--- src/rtl/bus_codes_pkg.sv ---
// Shared bus code definitions for the 32-bit internal CPU bus.
// Holds source/destination codes used by the bus mux, the control unit and
// the transfer sequencer, plus the sequencer FSM state type.
package bus_codes_pkg;

   localparam int SRC_W      = 6;
   localparam int DST_W      = 5;
   localparam int XFER_W     = SRC_W + DST_W;
   localparam int DST_LOAD_W = 24;

   localparam logic [SRC_W-1:0] SRC_R0      = 6'd0;
   localparam logic [SRC_W-1:0] SRC_R15     = 6'd15;
   localparam logic [SRC_W-1:0] SRC_HI      = 6'd16;
   localparam logic [SRC_W-1:0] SRC_LO      = 6'd17;
   localparam logic [SRC_W-1:0] SRC_ZHI     = 6'd18;
   localparam logic [SRC_W-1:0] SRC_ZLO     = 6'd19;
   localparam logic [SRC_W-1:0] SRC_PC      = 6'd20;
   localparam logic [SRC_W-1:0] SRC_MDR     = 6'd21;
   localparam logic [SRC_W-1:0] SRC_INPORT  = 6'd22;
   localparam logic [SRC_W-1:0] SRC_CSIGNEX = 6'd23;
   localparam logic [SRC_W-1:0] SRC_MAX     = SRC_CSIGNEX;

   localparam logic [DST_W-1:0] DST_R0      = 5'd0;
   localparam logic [DST_W-1:0] DST_R15     = 5'd15;
   localparam logic [DST_W-1:0] DST_HI      = 5'd16;
   localparam logic [DST_W-1:0] DST_LO      = 5'd17;
   localparam logic [DST_W-1:0] DST_PC      = 5'd18;
   localparam logic [DST_W-1:0] DST_MDR     = 5'd19;
   localparam logic [DST_W-1:0] DST_MAR     = 5'd20;
   localparam logic [DST_W-1:0] DST_Y       = 5'd21;
   localparam logic [DST_W-1:0] DST_IR      = 5'd22;
   localparam logic [DST_W-1:0] DST_OUTPORT = 5'd23;
   localparam logic [DST_W-1:0] DST_MAX     = DST_OUTPORT;

   typedef enum logic [1:0] {
      XF_IDLE,
      XF_DRIVE,
      XF_WAIT
   } xfer_state_e;

   function automatic logic codes_legal(input logic [SRC_W-1:0] src,
                                        input logic [DST_W-1:0] dst);
      return (src <= SRC_MAX) && (dst <= DST_MAX);
   endfunction

   function automatic logic [DST_LOAD_W-1:0] dst_onehot(input logic [DST_W-1:0] dst);
      return DST_LOAD_W'(1) << dst;
   endfunction

endpackage

--- src/rtl/bus_xfer_ctrl_if.sv ---
// Request/bus-drive bundle between the control unit (master) and the
// transfer sequencer (slave).
//   req_valid/req_ready/req_src/req_dst : transfer request handshake
//   mdr_valid                           : memory data present in MDR
//   Select/dst_load                     : bus mux select, one-hot load enable
//   busy/err                            : status
interface bus_xfer_ctrl_if;
   logic        req_valid;
   logic        req_ready;
   logic [5:0]  req_src;
   logic [4:0]  req_dst;
   logic        mdr_valid;
   logic [5:0]  Select;
   logic [23:0] dst_load;
   logic        busy;
   logic        err;

   modport master (
      output req_valid, req_src, req_dst, mdr_valid,
      input  req_ready, Select, dst_load, busy, err
   );

   modport slave (
      input  req_valid, req_src, req_dst, mdr_valid,
      output req_ready, Select, dst_load, busy, err
   );
endinterface

--- src/rtl/bus_xfer_ctrl_fifo.sv ---
// xfer_fifo: synchronous request FIFO with asynchronous clear.
//   clk_i, rst_i       : clock, async active-high clear (empties the FIFO)
//   push_i/data_i      : write side, ignored when full
//   pop_i/data_o       : read side, data_o shows the head, pop ignored when empty
//   full_o/empty_o     : flags derived from the registered occupancy count
module xfer_fifo #(
   parameter int DEPTH = 4,
   parameter int WIDTH = 11
) (
   input  logic             clk_i,
   input  logic             rst_i,
   input  logic             push_i,
   input  logic [WIDTH-1:0] data_i,
   input  logic             pop_i,
   output logic [WIDTH-1:0] data_o,
   output logic             full_o,
   output logic             empty_o
);

   localparam int AW = $clog2(DEPTH);
   localparam int CW = AW + 1;
   localparam logic [CW-1:0] FULL_CNT = CW'(DEPTH);

   logic [WIDTH-1:0] mem_q [DEPTH];
   logic [AW-1:0]    wr_ptr_q, wr_ptr_d;
   logic [AW-1:0]    rd_ptr_q, rd_ptr_d;
   logic [CW-1:0]    count_q, count_d;
   logic             do_push, do_pop;

   assign full_o  = (count_q == FULL_CNT);
   assign empty_o = (count_q == '0);
   assign do_push = push_i && !full_o;
   assign do_pop  = pop_i && !empty_o;
   assign data_o  = mem_q[rd_ptr_q];

   // Pointers wrap naturally because DEPTH is a power of two.
   always_comb begin
      wr_ptr_d = wr_ptr_q + AW'(do_push);
      rd_ptr_d = rd_ptr_q + AW'(do_pop);
      count_d  = count_q + CW'(do_push) - CW'(do_pop);
   end

   always_ff @(posedge clk_i or posedge rst_i) begin
      if (rst_i) begin
         wr_ptr_q <= '0;
         rd_ptr_q <= '0;
         count_q  <= '0;
      end else begin
         wr_ptr_q <= wr_ptr_d;
         rd_ptr_q <= rd_ptr_d;
         count_q  <= count_d;
      end
   end

   always_ff @(posedge clk_i) begin
      if (do_push) mem_q[wr_ptr_q] <= data_i;
   end

endmodule

--- src/rtl/bus_xfer_ctrl.sv ---
// bus_xfer_ctrl: queues register-transfer requests and drives the bus mux
// source select plus a one-hot destination load enable.
//   clock, clear : clock and async active-high reset
//   bus (slave)  : request handshake, mdr_valid, Select, dst_load, busy, err
//
// state    | meaning
// ---------+-----------------------------------------------------------
// XF_IDLE  | nothing driven; pops the FIFO head when one is available
// XF_DRIVE | Select/dst_load valid for one cycle; may pop the next entry
// XF_WAIT  | MDR-source transfer holding Select=MDR until mdr_valid
module bus_xfer_ctrl
   import bus_codes_pkg::*;
#(
   parameter int              DEPTH    = 4,
   parameter logic [SRC_W-1:0] IDLE_SEL = 6'd0
) (
   input logic            clock,
   input logic            clear,
   bus_xfer_ctrl_if.slave bus
);

   xfer_state_e           state_q;
   logic [SRC_W-1:0]      select_q;
   logic [DST_LOAD_W-1:0] load_q;
   logic [DST_W-1:0]      wait_dst_q;
   logic                  err_q;

   logic                  fifo_full, fifo_empty, fifo_push, fifo_pop;
   logic [XFER_W-1:0]     fifo_rdata;
   logic [SRC_W-1:0]      head_src;
   logic [DST_W-1:0]      head_dst;

   assign fifo_push = bus.req_valid && !fifo_full;
   // The head is consumed whenever the FSM is not parked on an MDR wait.
   assign fifo_pop  = !fifo_empty && (state_q != XF_WAIT);
   assign head_src  = fifo_rdata[XFER_W-1:DST_W];
   assign head_dst  = fifo_rdata[DST_W-1:0];

   xfer_fifo #(.DEPTH(DEPTH), .WIDTH(XFER_W)) u_fifo (
      .clk_i   (clock),
      .rst_i   (clear),
      .push_i  (fifo_push),
      .data_i  ({bus.req_src, bus.req_dst}),
      .pop_i   (fifo_pop),
      .data_o  (fifo_rdata),
      .full_o  (fifo_full),
      .empty_o (fifo_empty)
   );

   always_ff @(posedge clock or posedge clear) begin
      if (clear) begin
         state_q    <= XF_IDLE;
         select_q   <= IDLE_SEL;
         load_q     <= '0;
         wait_dst_q <= '0;
         err_q      <= 1'b0;
      end else begin
         case (state_q)
            XF_IDLE, XF_DRIVE: begin
               if (fifo_empty) begin
                  state_q  <= XF_IDLE;
                  select_q <= IDLE_SEL;
                  load_q   <= '0;
               end else if (!codes_legal(head_src, head_dst)) begin
                  // Illegal entry is dropped in its pop cycle with no load.
                  state_q  <= XF_IDLE;
                  select_q <= IDLE_SEL;
                  load_q   <= '0;
                  err_q    <= 1'b1;
               end else if (head_src == SRC_MDR && !bus.mdr_valid) begin
                  state_q    <= XF_WAIT;
                  select_q   <= SRC_MDR;
                  load_q     <= '0;
                  wait_dst_q <= head_dst;
               end else begin
                  state_q  <= XF_DRIVE;
                  select_q <= head_src;
                  load_q   <= dst_onehot(head_dst);
               end
            end
            XF_WAIT: begin
               if (bus.mdr_valid) begin
                  state_q  <= XF_DRIVE;
                  select_q <= SRC_MDR;
                  load_q   <= dst_onehot(wait_dst_q);
               end
            end
            default: begin
               state_q  <= XF_IDLE;
               select_q <= IDLE_SEL;
               load_q   <= '0;
            end
         endcase
      end
   end

   assign bus.req_ready = !fifo_full;
   assign bus.Select    = select_q;
   assign bus.dst_load  = load_q;
   assign bus.err       = err_q;
   assign bus.busy      = !fifo_empty || (state_q != XF_IDLE);

endmodule

--- src/flat_wrapper.sv ---
// flat-port wrapper written by rule: the top's interface ports become plain ports
module bus_xfer_ctrl_flat import bus_codes_pkg::*;
#(
   parameter int              DEPTH    = 4,
   parameter logic [SRC_W-1:0] IDLE_SEL = 6'd0
)
  (clock, clear, bus_req_valid, bus_req_src, bus_req_dst, bus_mdr_valid, bus_req_ready, bus_Select, bus_dst_load, bus_busy, bus_err);
  bus_xfer_ctrl_if bus_i ();
  input logic clock;
  input logic clear;
  input wire logic [$bits(bus_i.req_valid)-1:0] bus_req_valid;
  input wire logic [$bits(bus_i.req_src)-1:0] bus_req_src;
  input wire logic [$bits(bus_i.req_dst)-1:0] bus_req_dst;
  input wire logic [$bits(bus_i.mdr_valid)-1:0] bus_mdr_valid;
  output wire logic [$bits(bus_i.req_ready)-1:0] bus_req_ready;
  output wire logic [$bits(bus_i.Select)-1:0] bus_Select;
  output wire logic [$bits(bus_i.dst_load)-1:0] bus_dst_load;
  output wire logic [$bits(bus_i.busy)-1:0] bus_busy;
  output wire logic [$bits(bus_i.err)-1:0] bus_err;
  assign bus_i.req_valid = bus_req_valid;
  assign bus_i.req_src = bus_req_src;
  assign bus_i.req_dst = bus_req_dst;
  assign bus_i.mdr_valid = bus_mdr_valid;
  assign bus_req_ready = bus_i.req_ready;
  assign bus_Select = bus_i.Select;
  assign bus_dst_load = bus_i.dst_load;
  assign bus_busy = bus_i.busy;
  assign bus_err = bus_i.err;
  bus_xfer_ctrl #(.DEPTH(DEPTH), .IDLE_SEL(IDLE_SEL)) u_core (.clock(clock), .clear(clear), .bus(bus_i));
endmodule
--- config.mk ---
export PLATFORM = sky130hd
export DESIGN_NAME = bus_xfer_ctrl_flat
export DESIGN_NICKNAME = d
export VERILOG_FILES = /design/src/rtl/bus_codes_pkg.sv /design/src/rtl/bus_xfer_ctrl_if.sv /design/src/rtl/bus_xfer_ctrl_fifo.sv /design/src/rtl/bus_xfer_ctrl.sv /design/src/flat_wrapper.sv
export SDC_FILE = /design/constraint.sdc
export NUM_CORES = 1
export LEC_CHECK = 0
export BUFFER_PORTS_ARGS = -buffer_cell sky130_fd_sc_hd__buf_2
export CELL_PAD_IN_SITES_DETAIL_PLACEMENT = 1
export CELL_PAD_IN_SITES_GLOBAL_PLACEMENT = 2
export CORE_AREA = 5 5 102 104
export DETAILED_ROUTE_END_ITERATION = 16
export DIE_AREA = 0 0 107 109
export PLACE_DENSITY_LB_ADDON = 0.1
export SLEW_MARGIN = 20
export SYNTH_ARGS = -nofsm -noshare
export SYNTH_HDL_FRONTEND = slang
export SYNTH_HIERARCHICAL = 1
export SYNTH_SLANG_ARGS = --single-unit
--- constraint.sdc ---
create_clock -name clock -period 3.4 [get_ports clock]
set_clock_uncertainty 0.1 [all_clocks]
set_input_delay 0.68 -clock clock [delete_from_list [all_inputs] [get_ports clock]]
set_output_delay 0.68 -clock clock [all_outputs]
set_load 0.02 [all_outputs]
==> results.toml, run 1 <==
[job]
cap_violations = 0

[synth]
netlist_area_um2 = 3750
yosysMostFrequentCell = "dfrtp_1"
synth_commonest_cells = "dfrtp_1 (45), edfxtp_1 (44), nand2_1 (38), o221ai_1 (24), mux4_2 (9)"
synthArstFlopShare_pct = 50.6
ys_types = 50
synth_fp_nets = 269
syn_area_per_cell_um2 = 15.0
synth_edf_count = 44
synth.largest_area_cell = "edfxtp_1"
syn_inst = 251
synth_flop_cell = "dfrtp_1"
yosysSeqAreaShare_pct = 65.2
yosysWarnings = 6
ys_ff_latch = 89
ys_top_cells_by_area = "edfxtp_1 (35%), dfrtp_1 (30%), o221ai_1 (5.6%)"
synth_top_area_share_pct = 35.2

[final_layout]
diodes = 0
instances_no_fill = 428
drive_above_1_share_pct = 29.9
fillers = 963
nets = 327
areaGrowthSynthToFinish_pct = 16.8

[route]
viasPerCell = 5.43
drc = 0
postRouteAntennaNets = 0
drtPass1Iterations = 4
initialDrtViolationCount = 69
wl_per_cell_um = 19.2
dr_total_vias = 2326
routed_wl_mm = 8.20

[global_routing]
grt_use_met1_pct = 19.3
grt_pass1_vias = 2557
grt_util_met2_pct = 26.7
met3_usage_pct = 2.96
grt_usage_pct = 15.5
antenna_found_initial = 0
overflow = 0
grt_max_degree = 29
grt_pass1_wl_mm = 13.7
grt_most_used_layer = "met2"

[placed_design]
dp_cells = 412
portBuffers = 47
gp_congestion = 0.756
dp_hpwl_mm = 5.96

[timing]
tns_ps = 0
hold_ws_ps = 156
fin_crit_sh_pct = 78.7
hold_viol = 0
finalMaxSlewViolations = 0
rsz0062_at_grt = "no"
period_needed_ps = 2680
slew_headroom_pct = 53.6
fmax_mhz = 374
final-setup-viol-count = 0
tightest_slew_ps = 696

[critical_path]
crit_arrival_ps = 2840
worst_setup_path_start_kind = "register"
cp_max_fo = 8
crit_required_ps = 3560
path_class = "register to register"
critPathCaptureType = "register"

[floorplanning]
initial_core_util_pct = 39.7
design.die.area_um2 = 11700
die_w_um = 107
die_h_um = 109
io_pins = 48
placementRows = 36
core-area_um2 = 9460

[pwr]
finalPower_mw = 3.47
p_per_area_nw_per_um2 = 790
p_leak_nw = 1.82
vdd_drop_max_mv = 0.335

[clock_tree]
cts_tree = "built"
cts-root-buf = "clkbuf_8"
clock_path_buffers = 2
cts_resized = 0
clkTransAtPathRegs_ps = 100
clock_latency_ps = 350
cts_sinks = 89
hold_buffers = 0
post_cts_buffers = 0
cts_buffers = 9
htreeDepth = 3

[hold_path]
min-delay-path-class = "input pin to asynchronous set/reset pin"

[status]
status = "completed"
-- per-layer routing --
metal	up-vias	routed length (µm)
met1	1188	3650
met4	0	125
met3	12	232
met2	41	4200
met5	-	0
li1	1085	-
-- worst max-delay path: stages, from the launching register on --
cell and delay, ps:
dfrtp_1 590, buf_4 260, mux4_2 570, a211oi_1 470, and4_1 260, nand2_1 120, o221ai_1 230
-- final cells by class --
cell class,instances,area [µm²],share of cell area (%)
Sequential cell,89,2450,55.8
Inverter,5,18.8,0.428
Tap cell,114,143,3.25
Multi-Input combinational cell,150,1250,28.6
Clock inverter,5,85.1,1.94
Timing Repair Buffer,54,288,6.56
Clock buffer,11,153,3.48
-- cells by family after synthesis --
group | Yosys count | synth area share (%)
AOI/OAI and AO/OA | 38 | 8.43
xor gates and xnor gates | 5 | 1.17
adders and majority gates | 3 | 1.20
buffers and inverters | 12 | 2.03
DFF | 89 | 65.2
muxes | 17 | 9.06
and+or+nand+nor | 87 | 12.9
-- per-stage QoR --
step	util (%)	setup slack [ps]	instance area, µm²
global route	46.4	456	4390
finish	46.4	723	4390
CTS	46.4	710	4390
detailed placement	43.9	725	4150
floorplan	-	642	3750
global placement	43.9	775	4150
-- flip-flops by register name, summed over array words and instances (netlist names) --
register,flops
u_core/u_fifo/rd_ptr_q,2
u_core/u_fifo/wr_ptr_q,2
u_core/wait_dst_q,5
u_core/u_fifo/mem_q,44
u_core/bus.dst_load,24
u_core/bus.err,1
u_core/bus.Select,6
u_core/state_q,2
u_core/u_fifo/count_q,3
-- final timing paths --
kind	slack, ps	cells past startpoint	endpoint	startpoint
setup / recovery	720	6	u_core/bus.dst_load[23]	u_core/u_fifo/rd_ptr_q[0]
hold / removal	160	2	u_core/u_fifo/count_q[0]	clear
setup reg to reg	720	6	u_core/bus.dst_load[23]	u_core/u_fifo/rd_ptr_q[0]
hold reg to reg	390	2	u_core/bus.dst_load[0]	u_core/bus.dst_load[0]
max in group asynchronous	2120	3	u_core/bus.Select[3]	clear
min in group clock	390	2	u_core/bus.dst_load[0]	u_core/bus.dst_load[0]
-- layout by cell type, fill, tap and decap left out, types with 2 or more instances in the layout --
cell type,count
a22o_1,3
buf_2,47
buf_4,7
bufinv_16,2
clkbuf_8,9
dfrtp_1,45
edfxtp_1,44
ha_1,2
inv_1,5
mux2_4,5
mux4_1,2
mux4_2,9
nand2_1,38
nand2b_1,8
nand3_1,5
nand3b_1,2
nand4_1,3
nor2_1,5
nor2b_1,3
nor4bb_2,2
o21ai_0,3
o221ai_1,24
or2_1,3
xnor2_1,4
-- power breakdown --
group | internal (mW) | switching, mW | leakage (nW)
sequential | 1.36 | 0.167 | 1.00
clock | 0.466 | 0.382 | 0.121
combinational | 0.463 | 0.633 | 0.699
Power figures use the tool's default switching activity.
==> run 2, diff against run 1 <==
ABC_AREA = 1   (was not set)
CORE_AREA = 5 5 115 117   (was 5 5 102 104)
DIE_AREA = 0 0 120 122   (was 0 0 107 109)
clock period = 2.6 ns   (was 3.4 ns; I/O delays follow)
==> results.toml, run 2 <==
[final_layout]
areaGrowthSynthToFinish_pct = 16.1
diodes = 0
drive_above_1_share_pct = 18.7
nets = 543
top_register = "u_core/u_fifo/mem_q"
most-common-layout-cells = "nand2_1 (146), nor2_1 (56), buf_2 (47)"
fillers = 1450
largest_register_ffs = 44
stdcell_area_um2 = 4920
final_common_cell = "nand2_1"

[route]
initialDrtViolationCount = 115
dr_total_vias = 3363
viasPerCell = 4.95
drc = 0
routed_wl_mm = 10.8
drtPass1Iterations = 4
wl_per_cell_um = 15.8
postRouteAntennaNets = 0

[placed_design]
dp_slack_ps = 344
placed_cell_area_um2 = 4650
portBuffers = 47
dp_hpwl_mm = 7.87
gp_congestion = 0.867

[hold_path]
min-delay-path-class = "input pin to asynchronous set/reset pin"

[clock_tree]
htreeDepth = 3
cts_sinks = 89
clock_latency_ps = 340
cts-root-buf = "clkbuf_16"
clock_path_buffers = 2
cts_buffers = 9
hold_buffers = 0
cts_tree = "built"
post_cts_buffers = 0
cts_resized = 0
clkTransAtPathRegs_ps = 70

[timing]
period_needed_ps = 2240
finalMaxSlewViolations = 0
rsz0062_at_grt = "no"
hold_viol = 0
tns_ps = 0
final-setup-viol-count = 0
slew_headroom_pct = 66.1
fmax_mhz = 447
tightest_slew_ps = 508
fin_crit_sh_pct = 86.1
layout_setup_ws_ps = 361

[pwr]
p_per_area_nw_per_um2 = 1080
finalPower_mw = 5.32
vdd_drop_max_mv = 0.547
p_leak_nw = 2.38

[synth]
syn_inst = 472
synth_edf_count = 44
synth_fp_nets = 490
syn_area_per_cell_um2 = 8.99
synth_top_area_share_pct = 31.1
synthArstFlopShare_pct = 50.6
yosysSeqAreaShare_pct = 57.7
synth_flop_cell = "dfrtp_1"
netlist_area_um2 = 4240
ys_top_cells_by_area = "edfxtp_1 (31%), dfrtp_1 (27%), nand2_1 (13%)"
yosysWarnings = 6
yosysMostFrequentCell = "nand2_1"
ys_types = 29
synth.largest_area_cell = "edfxtp_1"
ys_ff_latch = 89
synth_commonest_cells = "nand2_1 (146), nor2_1 (56), dfrtp_1 (45), edfxtp_1 (44), nand4_1 (33)"

[critical_path]
r2r_slack_ps = 360
crit_required_ps = 2760
crit_arrival_ps = 2400
cp_max_fo = 4
worst_setup_path_start_kind = "register"
critPathCaptureType = "register"
path_class = "register to register"

[global_routing]
overflow = 0
grt_pass1_wl_mm = 17.7
grt_most_used_layer = "met2"
grt_use_met1_pct = 17.8
grt_pass1_vias = 3562
antenna_found_initial = 0
grt_util_met2_pct = 28.6
met3_usage_pct = 3.67
grt_usage_pct = 15.7
grt_max_degree = 39

[floorplanning]
placementRows = 41
die_h_um = 122
die_w_um = 120
initial_core_util_pct = 34.6
io_pins = 48
design.die.area_um2 = 14600
core-area_um2 = 12300

[job]
cap_violations = 0

[status]
status = "completed"
run 2: cell types whose count changed after synthesis, sizes merged, moves of 5 or more:
cell    before  now
buf          7   18
inv          5   38
mux2         5    0
mux4        11    0
nand2       39  148
nand2b       9    0
nand3        5   14
nand4        3   33
nor2         6   65
nor4         1    7
o21ai        3   42
o221ai      24    0
run 2: worst paths after layout:
kind | end | from | cells past startpoint
worst max-delay path | u_core/u_fifo/count_q[2] | u_core/u_fifo/count_q[0] | 10
worst min-delay path | u_core/u_fifo/count_q[1] | clear | 2
worst max register to register | u_core/u_fifo/count_q[2] | u_core/u_fifo/count_q[0] | 10
worst min register to register | u_core/bus.dst_load[0] | u_core/bus.dst_load[0] | 2
max in group asynchronous | u_core/bus.Select[4] | clear | 3
min in group clock | u_core/u_fifo/mem_q[1][8] | bus_req_src[3] | 1
run 2: report_power, final:
group | leakage, nW | switching, mW | total, mW | internal (mW)
combinational | 1.28 | 1.45 | 2.11 | 0.662
sequential | 0.982 | 0.208 | 2.01 | 1.80
clock | 0.123 | 0.550 | 1.20 | 0.655
total | 2.38 | 2.21 | 5.32 | 3.12
run 2: logic make-up (layout without fill, tap and decap cells):
family	after synthesis	count (layout)	synth area share [%]
AOI/OAI and AO/OA	50	50	6.34
buffers and inverters	60	118	7.05
and+or+nand+nor	268	268	27.5
DFF	89	89	57.7
adders and majority gates	3	3	1.06
xor gates and xnor gates	2	2	0.413
run 2: cell type report:
cell class                 count  area, µm²  area share (%)
clock inverter                 5       40.0           0.813
clock buffer                  11        233            4.73
tap                          150        188            3.81
timing repair buffer          64        375            7.62
inverter                      38        145            2.95
multi-input combinational    323       1500            30.4
sequential                    89       2450            49.7
run 2: stage by stage:
stage	cells	utilization [%]	hold WS (ps)
final	680	40.2	11.4
after global routing	680	40.2	31.4
after CTS	680	40.2	5.76
after detailed placement	664	37.9	364
after global placement	664	37.9	359
after floorplan	472	-	223
run 2: layer usage:
metal,wire length [µm],up-vias
li1,-,1669
met1,4520,1649
met2,5830,35
met3,266,10
met4,137,0
met5,0,-
run 2: worst max-delay path: stages (launching register included):
cell and delay, ps:
dfrtp_1 440, nor2_2 150, nand2_1 120, inv_1 120
nor2_1 90, a21boi_1 150, nand2_1 120, nand2_1 70
ha_1 220, fa_1 400, xnor2_1 180
==> run 3, diff against run 2 <==
CORE_AREA = 5 5 117 119   (was 5 5 115 117)
DIE_AREA = 0 0 122 124   (was 0 0 120 122)
SYNTH_HIERARCHICAL = not set   (was 1)
==> results.toml, run 3 <==
[synth]
ys_top_cells_by_area = "edfxtp_1 (30%), dfrtp_1 (26%), nand2_1 (17%)"
synth_commonest_cells = "nand2_1 (202), dfrtp_1 (45), edfxtp_1 (44), nand3_1 (36), inv_1 (26)"
yosysMostFrequentCell = "nand2_1"
yosysSeqAreaShare_pct = 56.2
synth_flop_cell = "dfrtp_1"
synth_edf_count = 44
syn_inst = 486
synth_top_area_share_pct = 30.3
synth.largest_area_cell = "edfxtp_1"
ys_ff_latch = 89
netlist_area_um2 = 4360
ys_types = 34
synthArstFlopShare_pct = 50.6
yosysWarnings = 0
syn_area_per_cell_um2 = 8.97
synth_fp_nets = 506

[clock_tree]
hold_buffers = 0
cts_buffers = 9
clock_path_buffers = 2
htreeDepth = 3
cts_tree = "built"
clock_latency_ps = 350
cts-root-buf = "clkbuf_16"
cts_resized = 0
cts_sinks = 89
post_cts_buffers = 0
clkTransAtPathRegs_ps = 70

[floorplanning]
core-area_um2 = 12500
die_w_um = 122
die_h_um = 124
io_pins = 48
design.die.area_um2 = 15100
initial_core_util_pct = 35.0
placementRows = 41

[route]
drtPass1Iterations = 4
viasPerCell = 4.81
dr_total_vias = 3419
drc = 0
postRouteAntennaNets = 0
wl_per_cell_um = 15.7
initialDrtViolationCount = 127
routed_wl_mm = 11.1

[timing]
tns_ps = 0
rsz0062_at_grt = "no"
hold_viol = 0
final-setup-viol-count = 0
finalMaxSlewViolations = 0
tightest_slew_ps = 610
hold_ws_ps = 103
period_needed_ps = 2290
fmax_mhz = 436
slew_headroom_pct = 59.3
fin_crit_sh_pct = 88.2

[global_routing]
antenna_found_initial = 0
grt_max_degree = 28
grt_usage_pct = 15.8
grt_pass1_wl_mm = 18.2
grt_most_used_layer = "met2"
grt_pass1_vias = 3519
overflow = 0
grt_use_met1_pct = 19.7
grt_util_met2_pct = 27.5
met3_usage_pct = 2.72

[critical_path]
slowest_delay_ps = 500
cp-startpoint = "u_core.u_fifo.count_q[1]"
cp_slowest_cell = "fa_1"
path_buf_inv = 3
critPathCaptureType = "register"
crit_arrival_ps = 2430
cp_max_fo = 4
crit_top_cell = "inv_1"
cp_top_family = "adder cells"
path_class = "register to register"
crit_required_ps = 2740
worstPathCellList = "nor3_1, nor2_1, ha_1, inv_1, ha_1, inv_1, fa_1, inv_1"
r2r_slack_ps = 310
worst_setup_path_start_kind = "register"
reg2reg_from = "u_core.u_fifo.count_q[1]"

[hold_path]
min-delay-path-class = "input pin to asynchronous set/reset pin"

[placed_design]
dp_cells = 695
dp_hpwl_mm = 8.14
portBuffers = 47
gp_congestion = 0.821

[status]
status = "completed"

[final_layout]
nets = 554
most-common-layout-cells = "nand2_1 (202), buf_2 (47), dfrtp_1 (45)"
fillers = 1514
instances_no_fill = 711
areaGrowthSynthToFinish_pct = 16.6
utilization_pct = 40.8
diodes = 0
final_common_cell = "nand2_1"
largest_register_ffs = 44
top_register = "u_core.u_fifo.mem_q"
drive_above_1_share_pct = 17.8

[job]
cap_violations = 0

[pwr]
vdd_drop_max_mv = 0.606
p_leak_nw = 2.45
p_per_area_nw_per_um2 = 1090
finalPower_mw = 5.54
==> run 3: logic make-up after synthesis <==
family | count (synthesis) | share of synthesized area, %
compound gates | 17 | 2.87
flops | 89 | 56.2
xor+xnor | 4 | 0.804
buf+inv | 52 | 6.17
simple gates | 319 | 32.4
fa+ha+maj | 5 | 1.61
==> run 3: area by class of cell <==
| cell class | instances | area (µm²) | share of cell area, % |
|---|---|---|---|
| inverters | 29 | 111 | 2.19 |
| clock inverters | 7 | 93.8 | 1.85 |
| well taps | 172 | 215 | 4.24 |
| clock buffers | 9 | 225 | 4.43 |
| flip-flops and latches | 89 | 2450 | 48.2 |
| multi-input cells | 345 | 1640 | 32.3 |
| repair buffers | 60 | 345 | 6.80 |
==> run 3: where the power goes <==
group | switching (mW) | leakage (nW) | total, mW | internal, mW
sequential | 0.175 | 1.01 | 1.94 | 1.77
combinational | 1.57 | 1.30 | 2.20 | 0.639
clock | 0.549 | 0.153 | 1.39 | 0.841
total | 2.29 | 2.45 | 5.54 | 3.25
==> run 3: per-layer routing <==
layer	vias to the layer above	share of wire (%)
met5	-	0
met2	61	51
met3	10	3.4
met1	1637	44
li1	1711	-
met4	0	1.3
==> run 3: metrics by stage <==
| stage | area (µm²) | worst slack (ps) |
|---|---|---|
| after CTS | 5080 | 289 |
| after global routing | 5080 | 124 |
| after floorplan | 4360 | 500 |
| final | 5080 | 307 |
| after global placement | 4760 | 313 |
| after detailed placement | 4760 | 265 |
==> run 3: worst paths after layout <==
kind / endpoint / depth (start not counted)
setup / recovery: u_core.u_fifo.count_q[1] / 8
setup reg to reg: u_core.u_fifo.count_q[1] / 8
max in group asynchronous: u_core.u_fifo.count_q[0] / 3
min in group clock: u_core.u_fifo.mem_q[2][7] / 1
hold reg to reg: u_core.bus.dst_load[19] / 2
hold / removal: u_core.bus.Select[5] / 2
